==> config.mk <==
export PLATFORM = sky130hd
export DESIGN_NAME = fifo_stream_reader
export DESIGN_NICKNAME = d
export VERILOG_FILES = /design/src/rtl/fifo_stream_reader.sv
export SDC_FILE = /design/constraint.sdc
export NUM_CORES = 1
export LEC_CHECK = 0
export CAP_MARGIN = 20
export CORE_AREA = 2 2 53 55
export CTS_BUF_LIST = sky130_fd_sc_hd__clkbuf_4 sky130_fd_sc_hd__clkbuf_8 sky130_fd_sc_hd__clkbuf_16
export DETAILED_ROUTE_END_ITERATION = 10
export DIE_AREA = 0 0 55 57
export PLACE_DENSITY_LB_ADDON = 0.25
export SYNTH_ARGS = -nofsm -noshare
export SYNTH_HDL_FRONTEND = slang
export SYNTH_SLANG_ARGS = --single-unit
==> constraint.sdc <==
create_clock -name clk -period 2 [get_ports clk]
set_input_delay 0.2 -clock clk [delete_from_list [all_inputs] [get_ports clk]]
set_output_delay 0.2 -clock clk [all_outputs]
set_load 0.03 [all_outputs]
==> src/rtl/fifo_stream_reader.sv <==
`default_nettype none
// ============================================================================
//  Module      : fifo_stream_reader
//  Description : Pops a synchronous FIFO (1-cycle read latency) into a
//                2-entry skid buffer and presents a framed valid/ready stream.
//  Revision    : 1.0 - initial release
// ============================================================================
module fifo_stream_reader #(
    parameter int WIDTH   = 8,
    parameter int PKT_LEN = 4
) (
    input  logic             clk,
    input  logic             rst,
    input  logic             en,
    input  logic             fifo_empty,
    input  logic [WIDTH-1:0] fifo_data,
    output logic             fifo_rd,
    output logic             m_valid,
    input  logic             m_ready,
    output logic [WIDTH-1:0] m_data,
    output logic             m_last,
    output logic [1:0]       buf_level
);

    localparam int                 c_CNT_W   = (PKT_LEN > 1) ? $clog2(PKT_LEN) : 1;
    localparam logic [c_CNT_W-1:0] c_CNT_MAX = c_CNT_W'(PKT_LEN - 1);

    localparam logic [1:0] c_ST_EMPTY = 2'd0;
    localparam logic [1:0] c_ST_ONE   = 2'd1;
    localparam logic [1:0] c_ST_TWO   = 2'd2;

    logic [1:0]         r_occ;
    logic               r_inflight;
    logic [c_CNT_W-1:0] r_cnt;
    logic [WIDTH-1:0]   r_head;
    logic [WIDTH-1:0]   r_tail;

    logic               w_pop;
    logic [2:0]         w_fill;

    assign w_pop  = m_valid & m_ready;
    // Occupancy next cycle, counting the word already requested from the FIFO.
    assign w_fill = {1'b0, r_occ} + {2'b00, r_inflight} - {2'b00, w_pop};

    assign fifo_rd   = en & ~fifo_empty & ~rst & (w_fill <= 3'd1);
    assign m_valid   = (r_occ != c_ST_EMPTY);
    assign m_data    = r_head;
    assign m_last    = m_valid & (r_cnt == c_CNT_MAX);
    assign buf_level = r_occ;

    always_ff @(posedge clk) begin
        if (rst) begin
            r_occ      <= c_ST_EMPTY;
            r_inflight <= 1'b0;
            r_cnt      <= '0;
            r_head     <= '0;
            r_tail     <= '0;
        end else begin
            r_inflight <= fifo_rd;
            r_occ      <= w_fill[1:0];

            if (w_pop) begin
                r_cnt <= (r_cnt == c_CNT_MAX) ? '0 : r_cnt + c_CNT_W'(1);
            end

            // Head always holds the oldest word; arriving data lands behind it.
            case (r_occ)
                c_ST_EMPTY: begin
                    if (r_inflight) r_head <= fifo_data;
                end
                c_ST_ONE: begin
                    if (r_inflight) begin
                        if (w_pop) r_head <= fifo_data;
                        else       r_tail <= fifo_data;
                    end
                end
                c_ST_TWO: begin
                    if (w_pop) begin
                        r_head <= r_tail;
                        if (r_inflight) r_tail <= fifo_data;
                    end
                end
                default: ;
            endcase
        end
    end

endmodule
`default_nettype wire

[Yosys cells after proc, flatten, opt, wreduce, memory -nomap -nowiden]
Cells that the tools add are included.
Word-level totals
  register bits: 21
  input port bits: 13
  output and inout port bits: 13
  word-level logic and storage cells: 41
Operators by class
  add/subtract/negate cells: 3
  magnitude comparators: 1
  equality and inequality tests: 9
  multiplexer cells: 10
  bitwise logic cells: 7
  reductions and logical operators: 6
Operators with widths (count)
  $mux W8: 7
  $pmux W8 S3: 1
  $pmux W8 S2: 1
  $ne A2 B2 Y1 const B: 6
  $reduce_and A5 Y1: 2
  $and A1 B1 Y1: 5
  $eq A2 B2 Y1 const B: 2
  $reduce_bool A2 Y1: 2
  $add A2 B1 Y3: 1
  $le A3 B1 Y1 const B: 1
  $reduce_bool A3 Y1: 1
  $sub A3 B1 Y3: 1
  $add A2 B1 Y2 const B: 1
  $eq A2 B1 Y1 const B: 1
  $logic_not A2 Y1: 1
  $mux W2: 1
  $not A1 Y1: 2

[Depth between registers and ports, before layout]
  depth after elaboration: 5
  gate-level depth with buffers: 8
  mapped depth without buffers: 8

[Worst setup path before layout]
Ideal clock, no wire load.
  path type: reg2out
  start point: reg r_occ[1] (netlist: buf_level[1])
  end point: out fifo_rd
  arrival time: 2.929 ns
  required time: 1.800 ns
  setup slack: -1.129 ns
  cell stages (with the launch flop): 9
  buffers on the path: 0
  cells stage by stage: dfxtp_1 o21ai_0 inv_1 ha_1 inv_1 ha_1 fa_1 nand2b_1 nor4_1
Between the ends
  longest elaborated chain between the ends: 5
  elaborated cells on any way between the ends: 6
  classes of those cells: 2 x add/sub; 1 x order compare; 2 x bitwise; 1 x reduce/logical
Ends and longest elaborated chain
  start: declaration: line 32  | logic [1:0] r_occ;
  start signal: assignment: line 53  | r_occ <= c_ST_EMPTY;
  start signal: assignment: line 60  | r_occ <= w_fill[1:0];
  $reduce_bool A2 Y1: line 46  | assign m_valid = (r_occ != c_ST_EMPTY);
  $and A1 B1 Y1: line 41  | assign w_pop = m_valid & m_ready;
  named net w_pop: line 38  | logic w_pop;
  $sub A3 B1 Y3: line 43  | assign w_fill = {1'b0, r_occ} + {2'b00, r_inflight} - {2'b00, w_pop};
  named net w_fill[1]: line 39  | logic [2:0] w_fill;
  $le A3 B1 Y1: line 45  | assign fifo_rd = en & ~fifo_empty & ~rst & (w_fill <= 3'd1);
  $and A1 B1 Y1: line 45
  end: declaration: line 17  | output logic fifo_rd,
The timed path passes the listed nets, and every way through them passes these cells.

[Final worst setup path]
  start point: reg r_occ[0] (netlist: buf_level[0])
  end point: out fifo_rd
The elaborated chain is that of the path after synthesis.

==> flow_summary.html <==
<table>
<tr><th>Metric</th><th>Value</th></tr>
<tr><th colspan="2">Power</th></tr>
<tr><td>Total Power</td><td>1.84 mW</td></tr>
<tr><td>Static Leak</td><td>0.597 nW</td></tr>
<tr><td>Total power density per cell area</td><td>1230 nW/um^2</td></tr>
<tr><td>Worst-case vdd ir drop</td><td>626 uV</td></tr>
<tr><th colspan="2">Placed design</th></tr>
<tr><td>Port buffer count</td><td>25</td></tr>
<tr><td>Number of cells after detailed placement</td><td>163</td></tr>
<tr><td>Worst-case setup slack after placement</td><td>-0.584 ns</td></tr>
<tr><td>Instance area after placement</td><td>1400 um^2</td></tr>
<tr><td>Last weighted congestion value of the routability-driven placer</td><td>0.728</td></tr>
<tr><td>Half-perimeter wire length after placement</td><td>1690 um</td></tr>
<tr><th colspan="2">Finish</th></tr>
<tr><td>Post-route standard cell area excluding fillers</td><td>1490 um^2</td></tr>
<tr><td>Area used by multi-input combinational logic</td><td>659 um^2</td></tr>
<tr><td>FF/Latch Area</td><td>428 um^2</td></tr>
<tr><td>Share of the core filled with cells</td><td>0.570</td></tr>
<tr><td>Ratio of cells with drive above 1 in the final layout</td><td>0.197</td></tr>
<tr><td>Number of non-filler instances in the completed layout</td><td>168</td></tr>
<tr><td>Area growth syn-to-layout</td><td>40.3%</td></tr>
<tr><td>NumNets Final</td><td>155</td></tr>
<tr><td>Filler cells</td><td>253</td></tr>
<tr><td>Number of antenna cells inserted</td><td>0</td></tr>
<tr><th colspan="2">Logic synthesis</th></tr>
<tr><td>Fraction of registers with async set/reset</td><td>0</td></tr>
<tr><td>Cell variety after synth</td><td>26</td></tr>
<tr><td>Cell area after technology mapping</td><td>1060 um^2</td></tr>
<tr><td>Most used flip-flop cell after synthesis</td><td>dfxtp_1</td></tr>
<tr><td>Ys Warns</td><td>0</td></tr>
<tr><td>Post-synth net total</td><td>124</td></tr>
<tr><td>Flops &amp; latches, synth</td><td>21</td></tr>
<tr><td>Average footprint of a synthesized cell</td><td>9.93 um^2</td></tr>
<tr><td>Proportion of synthesized chip area in sequential cells</td><td>0.396</td></tr>
<tr><td>Gate count of the mapped netlist</td><td>107</td></tr>
<tr><td>EDFF count, synth</td><td>0</td></tr>
<tr><th colspan="2">Setup path</th></tr>
<tr><td>Largest stage delay on the critical path</td><td>0.45 ns</td></tr>
<tr><td>Sort of element at the end of the critical path</td><td>output pin</td></tr>
<tr><td>Slowest cell on crit path</td><td>fa_2</td></tr>
<tr><td>Arrival time reported for the critical path endpoint</td><td>2.39 ns</td></tr>
<tr><td>CP bufs+invs</td><td>3</td></tr>
<tr><td>Maximum fanout along the worst path</td><td>2</td></tr>
<tr><td>Crit start category</td><td>flip-flop</td></tr>
<tr><td>Depth of the most critical reg-to-reg path</td><td>9</td></tr>
<tr><td>Type of the setup path with the least slack</td><td>flip-flop to output pin</td></tr>
<tr><td>Data required time at the worst endpoint</td><td>1.80 ns</td></tr>
<tr><td>Depth of the critical timing path with buffers and inverters included</td><td>9</td></tr>
<tr><td>Cell-by-cell trace of the critical path</td><td>o21ai_4 &gt; inv_2 &gt; ha_4 &gt; inv_2 &gt; ha_4 &gt; fa_2 &gt; nand2b_4 &gt; nor4_4 &gt; buf_6</td></tr>
<tr><td>Cell family with most CP delay</td><td>adder cells</td></tr>
<tr><th colspan="2">STA</th></tr>
<tr><td>Final slew viol count</td><td>0</td></tr>
<tr><td>Period utilization</td><td>1.30</td></tr>
<tr><td>Max Clock Freq</td><td>386 MHz</td></tr>
<tr><td>Final setup viols</td><td>2</td></tr>
<tr><td>Sum Neg Setup Slack</td><td>-0.595 ns</td></tr>
<tr><td>Worst setup margin</td><td>-0.593 ns</td></tr>
<tr><td>Worst slew pin tran</td><td>0.581 ns</td></tr>
<tr><td>Rel. slew slack</td><td>0.612</td></tr>
<tr><td>Clock period minus final worst setup slack</td><td>2.59 ns</td></tr>
<tr><td>Largest clock skew in the final design</td><td>0.00257 ns</td></tr>
<tr><td>Number of hold violations in the final report</td><td>0</td></tr>
<tr><td>Unrepaired setup endpoints after global routing</td><td>yes</td></tr>
<tr><td>Smallest hold slack</td><td>0.483 ns</td></tr>
<tr><th colspan="2">CTS</th></tr>
<tr><td>Clock tree buffer depth</td><td>2</td></tr>
<tr><td>Root Buffer</td><td>clkbuf_4</td></tr>
<tr><td>Deepest level of the CTS H-tree</td><td>1</td></tr>
<tr><td>Clock sink total</td><td>21</td></tr>
<tr><td>TritonCTS clock tree</td><td>yes</td></tr>
<tr><td>Clk Latency, worst-skew pair</td><td>0.30 ns</td></tr>
<tr><td>Clk pin slew, worst setup/hold paths</td><td>0.12 ns</td></tr>
<tr><td>Hold-fix buffer count after cts</td><td>0</td></tr>
<tr><td>CTS Buf Count</td><td>3</td></tr>
<tr><th colspan="2">Outcome</th></tr>
<tr><td>Violated checks</td><td>setup timing</td></tr>
<tr><td>Status</td><td>finished with violations</td></tr>
<tr><th colspan="2">Min path</th></tr>
<tr><td>Hold Crit Class</td><td>flip-flop to flip-flop</td></tr>
<tr><td>Cells on Worst Hold Path</td><td>2</td></tr>
<tr><th colspan="2">Floorplan</th></tr>
<tr><td>Chip Height</td><td>57 um</td></tr>
<tr><td>Core box area</td><td>2620 um^2</td></tr>
<tr><td>Die Area</td><td>3140 um^2</td></tr>
<tr><td>Number of ports placed on the die boundary</td><td>26</td></tr>
<tr><td>Number of core rows</td><td>19</td></tr>
<tr><td>Die width</td><td>55 um</td></tr>
<tr><td>Initial Utilization</td><td>0.406</td></tr>
<tr><th colspan="2">GRT</th></tr>
<tr><td>Antenna violations before repair</td><td>0</td></tr>
<tr><td>Global-route wire length before repair</td><td>3830 um</td></tr>
<tr><td>Maximum number of pins on one net before global-route repair</td><td>20</td></tr>
<tr><td>Global-route usage over all layers</td><td>0.164</td></tr>
<tr><td>Total congestion overflow</td><td>0</td></tr>
<tr><td>Vias in the first global route</td><td>866</td></tr>
<tr><th colspan="2">Detailed routing</th></tr>
<tr><td>Post-DR vias/cell</td><td>5.14</td></tr>
<tr><td>Final routed DRC violation total</td><td>0</td></tr>
<tr><td>Count of antenna-violating nets left after detailed routing</td><td>0</td></tr>
<tr><td>Average wire length per cell after detail routing</td><td>13.6 um</td></tr>
<tr><td>Wire length after detailed routing</td><td>2280 um</td></tr>
<tr><td>Total number of vias</td><td>864</td></tr>
<tr><td>Number of DRC violations after detailed-routing iteration 0</td><td>13</td></tr>
<tr><td>Drt pass-1 iters</td><td>4</td></tr>
<tr><th colspan="2">Flow run</th></tr>
<tr><td>Maxcap violations</td><td>0</td></tr>
</table>
## where the power goes
part | internal [mW] | total [mW] | switching [mW]
combinational | 0.507 | 1.07 | 0.563
clock | 0.0744 | 0.205 | 0.131
sequential | 0.508 | 0.561 | 0.0532
## final timing paths
check | slack [ns] | endpoint | from
setup reg to reg | 0 | r_inflight$_SDFF_PP0_ | buf_level[0]$_SDFF_PP0_
hold / removal | 0.48 | r_tail[5]$_SDFFE_PP0P_ | r_tail[5]$_SDFFE_PP0P_
setup / recovery | -0.59 | fifo_rd | buf_level[0]$_SDFF_PP0_
hold reg to reg | 0.48 | r_tail[5]$_SDFFE_PP0P_ | r_tail[5]$_SDFFE_PP0P_
## cell usage in the layout (no fill, tap or decap)
master           count
or3_1                1
buf_6                1
nor4_4               2
a21oi_1              1
dfxtp_4              2
clkinv_2             1
dfxtp_1             19
or2_2                1
a211oi_1            16
or2b_1               1
and2_1               1
nor3b_1              1
a21o_1               1
o21ai_4              1
fa_2                 1
and3b_1              1
mux2i_1             17
nand2b_4             1
ha_4                 2
clkdlybuf4s50_1     23
nand2_1              1
inv_2                2
nor2_1               1
ha_1                 1
buf_4                9
inv_1                3
xnor2_2              1
dlygate4sd2_1        1
nor2b_1              3
o21a_1               1
clkbuf_4             3
nand2b_1            17
## sequential cells by signal, summed over array words and instances (netlist names)
| name | cells |
|---|---|
| buf_level | 2 |
| r_cnt | 2 |
| r_tail | 8 |
| m_data | 8 |
| r_inflight | 1 |
## cells by family after synthesis
kind of cell | after synthesis | synth area share
AND/OR/NAND/NOR | 31 | 0.183
flip-flops | 21 | 0.396
AO/OA/AOI/OAI | 20 | 0.137
multiplexers | 17 | 0.160
buffers and inverters | 13 | 0.0624
adder cells (fa/ha/maj) | 4 | 0.0542
XOR/XNOR | 1 | 0.00825
## synth_stat cells, drive strengths merged, types with 2 or more instances
cell type	n	share of area
a211oi	16	0.11
buf	5	0.034
clkbuf	3	0.011
dfxtp	21	0.40
ha	3	0.035
inv	5	0.018
mux2i	17	0.16
nand2b	18	0.11
nor2b	3	0.018
nor4	2	0.012
## metal layers
layer  vias up  track usage  routed length, um
met4         0       0.0418                 13
met2        20        0.277               1110
met3         2       0.0236                 85
met5         -            0                  0
met1       407        0.217               1070
li1        435            -                  -
## repair_timing
item / in CTS / in global routing
pin swaps: 4 / 5
cloned: 0 / 0
endpoints found under the setup margin: 3 / 2
setup buffers: 1 / 2
resized for setup: 5 / 6
## cell type report
type,instances,area share
inverters,5,0.0126
clock inverters,1,0.00336
multi-input cells,73,0.442
clock buffers,3,0.0151
well taps,31,0.0260
flip-flops and latches,21,0.287
repair buffers,34,0.213
## worst reg2reg max path, stage by stage (launching register included)
cell	delay, ns
dfxtp_4	0.37
o21ai_4	0.16
inv_2	0.06
ha_4	0.25
inv_2	0.04
ha_4	0.15
fa_2	0.45
nand2b_4	0.17
buf_4	0.14
nor4_4	0.13
No activity file was read; power rests on OpenSTA's default activity.
